### src/rtl/mem_pkg.sv
// mem_pkg: shared types and constants for the load/store unit.
//   mem_size_t  : request access size encoding (byte, half, word, reserved)
//   lsu_state_t : load/store unit FSM state encoding
//   WORD_BYTES  : memory word width in bytes (only 4 is supported)
package mem_pkg;

    localparam int WORD_BYTES = 4;

    typedef enum logic [1:0] {
        SIZE_BYTE = 2'b00,
        SIZE_HALF = 2'b01,
        SIZE_WORD = 2'b10,
        SIZE_RSVD = 2'b11
    } mem_size_t;

    typedef enum logic [1:0] {
        IDLE      = 2'b00,
        READ_WAIT = 2'b01,
        RESP      = 2'b10
    } lsu_state_t;

endpackage

### src/rtl/lsu_load_align.sv
// lsu_load_align: combinational extraction of a load result from a memory word.
// The word is shifted right by 8*offset, then the low byte/half is zero- or
// sign-extended; word loads pass through unchanged.
// Ports:
//   rd_word_i  [31:0] raw memory word
//   offset_i   [1:0]  byte offset of the access within the word
//   size_i     [1:0]  access size (mem_size_t encoding)
//   signed_i          1 = sign-extend, 0 = zero-extend
//   data_o     [31:0] aligned and extended load result
module lsu_load_align
    import mem_pkg::*;
(
    input  logic [31:0] rd_word_i,
    input  logic [1:0]  offset_i,
    input  logic [1:0]  size_i,
    input  logic        signed_i,
    output logic [31:0] data_o
);

    logic [31:0] shifted;

    always_comb begin
        shifted = rd_word_i >> {offset_i, 3'b000};
        data_o  = shifted;
        case (mem_size_t'(size_i))
            SIZE_BYTE: data_o = {{24{signed_i & shifted[7]}}, shifted[7:0]};
            SIZE_HALF: data_o = {{16{signed_i & shifted[15]}}, shifted[15:0]};
            default:   data_o = shifted;
        endcase
    end

endmodule

### src/rtl/load_store_unit.sv
// load_store_unit: single-outstanding load/store front end for a byte-lane
// block memory with a one-cycle registered read port.
// Optional feature: define LSU_MISALIGN_TRAP_EN to turn misaligned half/word
// accesses into error responses; otherwise they are silently aligned down.
// Ports:
//   clk, reset                     clock, synchronous active-high reset
//   req_valid/req_ready            request handshake
//   req_write, req_size, req_signed, req_address, req_wr_data  request payload
//   resp_valid/resp_ready          response handshake
//   resp_rd_data, resp_error       response payload
//   mem_address, mem_rd_en, mem_wr_data, mem_wr_en, mem_rd_data  memory port
//   dbg_state                      current FSM state (lsu_state_t encoding)
//
// Handshakes: a transfer happens on a rising edge where valid && ready are both
// high; the sender keeps valid and payload stable until that edge, and ready
// never depends combinationally on valid.
module load_store_unit #(
    parameter int CAPACITY_BYTES = 128,
    parameter int WORD_BYTES     = 4
) (
    input  logic                              clk,
    input  logic                              reset,
    input  logic                              req_valid,
    output logic                              req_ready,
    input  logic                              req_write,
    input  logic [1:0]                        req_size,
    input  logic                              req_signed,
    input  logic [31:0]                       req_address,
    input  logic [31:0]                       req_wr_data,
    output logic                              resp_valid,
    input  logic                              resp_ready,
    output logic [31:0]                       resp_rd_data,
    output logic                              resp_error,
    output logic [$clog2(CAPACITY_BYTES)-1:0] mem_address,
    output logic                              mem_rd_en,
    output logic [31:0]                       mem_wr_data,
    output logic [3:0]                        mem_wr_en,
    input  logic [31:0]                       mem_rd_data,
    output logic [1:0]                        dbg_state
);

    localparam int AW = $clog2(CAPACITY_BYTES);
    localparam int OB = $clog2(WORD_BYTES);

    mem_pkg::lsu_state_t state_q, state_d;
    logic [31:0]         rsp_data_q, rsp_data_d;
    logic                rsp_err_q, rsp_err_d;
    logic [1:0]          ld_size_q, ld_size_d;
    logic                ld_signed_q, ld_signed_d;
    logic [OB-1:0]       ld_off_q, ld_off_d;

    mem_pkg::mem_size_t  size;
    logic [AW-1:0]       addr_aligned;
    logic                req_err;
    logic                accept;
    logic [3:0]          lane_mask;
    logic [31:0]         load_data;

    lsu_load_align u_align (
        .rd_word_i (mem_rd_data),
        .offset_i  (ld_off_q),
        .size_i    (ld_size_q),
        .signed_i  (ld_signed_q),
        .data_o    (load_data)
    );

    // Request decode: error detection, address alignment, memory drive.
    always_comb begin
        size         = mem_pkg::mem_size_t'(req_size);
        addr_aligned = req_address[AW-1:0];
        if (size == mem_pkg::SIZE_HALF) addr_aligned[0] = 1'b0;
        if (size == mem_pkg::SIZE_WORD) addr_aligned[OB-1:0] = '0;

        req_err = (req_address >= 32'(CAPACITY_BYTES)) || (size == mem_pkg::SIZE_RSVD);
`ifdef LSU_MISALIGN_TRAP_EN
        if ((size == mem_pkg::SIZE_HALF && req_address[0]) ||
            (size == mem_pkg::SIZE_WORD && req_address[OB-1:0] != '0))
            req_err = 1'b1;
`endif

        req_ready = (state_q == mem_pkg::IDLE) && !reset;
        accept    = req_valid && req_ready;

        case (size)
            mem_pkg::SIZE_BYTE: lane_mask = 4'b0001;
            mem_pkg::SIZE_HALF: lane_mask = 4'b0011;
            mem_pkg::SIZE_WORD: lane_mask = 4'b1111;
            default:            lane_mask = 4'b0000;
        endcase

        mem_address = '0;
        mem_rd_en   = 1'b0;
        mem_wr_en   = 4'b0000;
        mem_wr_data = '0;
        if (accept && !req_err) begin
            mem_address = addr_aligned;
            if (req_write) begin
                mem_wr_en = 4'(lane_mask << addr_aligned[1:0]);
                // Replicate narrow data so every enabled lane sees it.
                case (size)
                    mem_pkg::SIZE_BYTE: mem_wr_data = {4{req_wr_data[7:0]}};
                    mem_pkg::SIZE_HALF: mem_wr_data = {2{req_wr_data[15:0]}};
                    default:            mem_wr_data = req_wr_data;
                endcase
            end else begin
                mem_rd_en = 1'b1;
            end
        end
    end

    // Next-state logic.
    always_comb begin
        state_d     = state_q;
        rsp_data_d  = rsp_data_q;
        rsp_err_d   = rsp_err_q;
        ld_size_d   = ld_size_q;
        ld_signed_d = ld_signed_q;
        ld_off_d    = ld_off_q;
        case (state_q)
            mem_pkg::IDLE: begin
                if (accept) begin
                    rsp_data_d = '0;
                    rsp_err_d  = req_err;
                    if (req_err || req_write) begin
                        state_d = mem_pkg::RESP;
                    end else begin
                        ld_size_d   = req_size;
                        ld_signed_d = req_signed;
                        ld_off_d    = addr_aligned[OB-1:0];
                        state_d     = mem_pkg::READ_WAIT;
                    end
                end
            end
            mem_pkg::READ_WAIT: begin
                // Memory data is valid exactly in this cycle.
                rsp_data_d = load_data;
                rsp_err_d  = 1'b0;
                state_d    = mem_pkg::RESP;
            end
            mem_pkg::RESP: begin
                if (resp_ready) state_d = mem_pkg::IDLE;
            end
            default: state_d = mem_pkg::IDLE;
        endcase
    end

    always_ff @(posedge clk) begin
        if (reset) begin
            state_q     <= mem_pkg::IDLE;
            rsp_data_q  <= '0;
            rsp_err_q   <= 1'b0;
            ld_size_q   <= '0;
            ld_signed_q <= 1'b0;
            ld_off_q    <= '0;
        end else begin
            state_q     <= state_d;
            rsp_data_q  <= rsp_data_d;
            rsp_err_q   <= rsp_err_d;
            ld_size_q   <= ld_size_d;
            ld_signed_q <= ld_signed_d;
            ld_off_q    <= ld_off_d;
        end
    end

    // Response outputs are forced low while reset is high, even mid-cycle.
    assign resp_valid   = (state_q == mem_pkg::RESP) && !reset;
    assign resp_rd_data = resp_valid ? rsp_data_q : 32'h0;
    assign resp_error   = resp_valid && rsp_err_q;
    assign dbg_state    = state_q;

endmodule
### config.mk
export PLATFORM = sky130hd
export DESIGN_NAME = load_store_unit
export DESIGN_NICKNAME = d
export VERILOG_FILES = /design/src/rtl/mem_pkg.sv /design/src/rtl/lsu_load_align.sv /design/src/rtl/load_store_unit.sv
export SDC_FILE = /design/constraint.sdc
export NUM_CORES = 1
export LEC_CHECK = 0
export BUFFER_PORTS_ARGS = -buffer_cell sky130_fd_sc_hd__clkbuf_2
export CAP_MARGIN = 20
export CELL_PAD_IN_SITES_DETAIL_PLACEMENT = 1
export CELL_PAD_IN_SITES_GLOBAL_PLACEMENT = 1
export CORE_MARGIN = 3
export CORE_UTILIZATION = 30
export DETAILED_ROUTE_END_ITERATION = 6
export MAX_ROUTING_LAYER = met4
export PLACE_DENSITY_LB_ADDON = 0.1
export SYNTH_ARGS = -nofsm -noshare
export SYNTH_HDL_FRONTEND = slang
export SYNTH_SLANG_ARGS = --single-unit
export TNS_END_PERCENT = 5
### constraint.sdc
create_clock -name clk -period 3.1 [get_ports clk]
set_clock_uncertainty 0.15 [all_clocks]
set_input_delay 0.31 -clock clk [delete_from_list [all_inputs] [get_ports clk]]
set_output_delay 0.31 -clock clk [all_outputs]
set_load 0.01 [all_outputs]
==> qor.csv <==
metric,value,unit
combinationalPowerShare,17.0,%
design_area,4200,um2
clk_path_buf_depth,2,
drv_cap,0,
p_leak,1.96,nW
ioPinCount,185,
post-route-period-util,92.7,%
rsz0062_at_grt,no,
syn_avg_cell_area,7.66,um2
drive_gt1_share,40.0,%
ys_ff_latch,40,
syn_inst,397,
grt_usage,20.3,%
root_buffer,clkbuf_8,
worst_pin_slew,676,ps
gp_routability_congestion,0.890,
drt_iter0_drc,138,
clock_power_share,40.7,%
required,2640,ps
cp_data_arrival_time,2420,ps
hold_class,input port to flip-flop,
status,"finished, final reports clean",
dpl.hpwl,9.14,mm
whs,133,ps
drc_errors,0,
die_y,107,um
cts_hold_buf,0,
grt.overflow.total,0,
clock_latency,290,ps
ys_types,47,
synth.yosys.seq_area_share,26.3,%
power.density,290,nW/um2
slew_headroom,54.9,%
yosys_warnings,0,
drt-pass1-iter-count,4,
cts_buffers,5,
dieWidth,107,um
area_delta_synth_final,38.2,%
critPathCaptureType,output port,
synth_nets,506,
top_layer_used,met4,
stdcell_count,696,
startpoint_type,flip-flop,
path_clk_slew,70,ps
dieArea,11400,um2
worstSetupPathType,flip-flop to output port,
viasPerCell,5.22,
slowest_delay,670,ps
placedCellCount,689,
p_sw,0.300,mW
n_antenna_cell,0,
initial_core_util,31.0,%
grt_pass1_vias,3771,
cp_cell_sequence,or4b_4 -> or4_4 -> nor2_8 -> and3_1 -> clkbuf_2,
cts_sinks,40,
syn_area,3040,um2
hold_violations,0,
cts-resized-gates,0,
netSwitchingFraction,24.6,%
dr_wl_met3,582,um
post_cts_buffers,0,
setup_violations,0,
dr_total_vias,3630,
seq_power_share,42.3,%
grt_max_degree,42,
power,1.22,mW
tns,0,ps
vdd_ir_drop_max,157,uV
wire_per_inst,16.5,um
cts_tree,yes,
drv_slew,0,
met1Wirelength,4.88,mm
worstPathMaxFanout,17,
fp-row-count,36,
finalNetCount,672,
internal-power,0.919,mW
ant_nets,0,
htree_levels,2,
r2r_slack,880,ps
core_area,9820,um2
dpl_cell_area,4070,um2
io_buffers,184,
antenna_found_initial,0,
clock.fmax,0.348,GHz
grt_pass1_wl,18.4,mm
wl_met2,5.85,mm
cp_slowest_cell,or4b_4,
wirelength,11.5,mm
period_minus_slack,2880,ps
cells in the final DEF, fill, tap and decap left out, types with 6 or more instances in the layout:
cell,Yosys,final
clkbuf_2,0,184
nand4_1,6,6
o211ai_1,8,8
o2bb2ai_1,7,7
nor3_1,13,13
and3_1,15,15
mux2i_1,16,16
o31ai_1,6,6
a22oi_1,24,24
nor2_1,24,24
a21oi_1,55,55
dfxtp_1,40,40
nand2_1,26,26
mux2_2,8,8
a211oi_1,16,16
buf_4,0,15
nand3_1,8,8
and2_1,33,33
power by group through the flow:
stage	sequential, mW	clock, mW	combinational, mW
after detailed placement	0.528	0	0.206
final	0.516	0.496	0.207
after global routing	0.516	0.529	0.231
after floorplan	0.529	0	0.0954
after CTS	0.516	0.511	0.207
after global placement	0.528	0	0.202
logic make-up (layout without fill, tap and decap cells):
kind of cell | Yosys count | after routing | synth area share, %
XOR/XNOR | 1 | 1 | 0.288
flip-flops | 40 | 40 | 26.3
buffers and inverters | 45 | 211 | 6.30
adder cells (fa/ha/maj) | 5 | 5 | 2.06
multiplexers | 25 | 25 | 8.97
AO/OA/AOI/OAI | 124 | 124 | 26.2
AND/OR/NAND/NOR | 157 | 157 | 29.8
worst paths after layout:
check / cells after the start / endpoint / from
max reg2reg: 4 / ld_off_q[1] / dbg_state[1]
min: 3 / ld_signed_q / req_signed
min reg2reg: 2 / rsp_data_q[4] / rsp_data_q[4]
max: 5 / mem_wr_data[5] / dbg_state[1]
cells in the mapped netlist (all sizes together):
cell,n,area [um2]
nand3,9,50.1
a22oi,24,180
xnor2,1,8.76
nor4,5,46.3
and4,1,8.76
nor4b,1,8.76
a31o,1,8.76
nand3b,1,7.51
o21a,1,7.51
mux2i,16,160
nor4bb,1,10.0
mux4,1,22.5
or2,2,12.5
nand4,7,50.1
or4b,1,13.8
nor2,25,110
dfxtp,40,801
nand2b,2,12.5
a31oi,1,6.26
ha,5,62.6
nor3,13,65.1
a2111oi,1,8.76
and2,33,206
inv,5,18.8
nor3b,6,45.0
or4,4,33.8
o2bb2ai,7,61.3
buf,7,48.8
o31ai,6,45.0
nor2b,4,25.0
clkbuf,33,124
a211o,1,8.76
and3,15,93.8
a21oi,55,275
nand4b,1,8.76
o21ai,3,15.0
mux2,8,90.1
o211ai,8,60.1
a211oi,16,120
nand2,26,97.6
worst max-delay path, delay by kind of cell (launching register included):
kind | cells | cell delay (ps)
and+or+nand+nor | 4 | 1660
DFF | 1 | 310
buffers and inverters | 1 | 140
state kept, by name (all words and copies together) (netlist names):
register,cells
ld_signed_q,1
ld_off_q,2
ld_size_q,2
rsp_err_q,1
dbg_state,2
rsp_data_q,32
per-layer routing:
layer / global-route usage (%) / vias to the layer above
li1: - / 1795
met1: 24.4 / 1698
met2: 36.2 / 126
met3: 2.47 / 11
met4: 4.93 / 0
met5: - / -
stage by stage:
stage	util [%]	setup slack, ps
global placement	41.5	355
floorplan	-	563
detailed placement	41.5	295
finish	42.8	225
CTS	42.8	212
global route	42.8	65.4
layout make-up:
type | count | area, um2
Clock buffer | 5 | 68.8
Clock inverter | 2 | 60.1
Fill cell | 1307 | 5620
Inverter | 5 | 18.8
Multi-Input combinational cell | 312 | 2050
Sequential cell | 40 | 801
Tap cell | 133 | 166
Timing Repair Buffer | 199 | 1030
No activity file was read; power rests on OpenSTA's default activity.
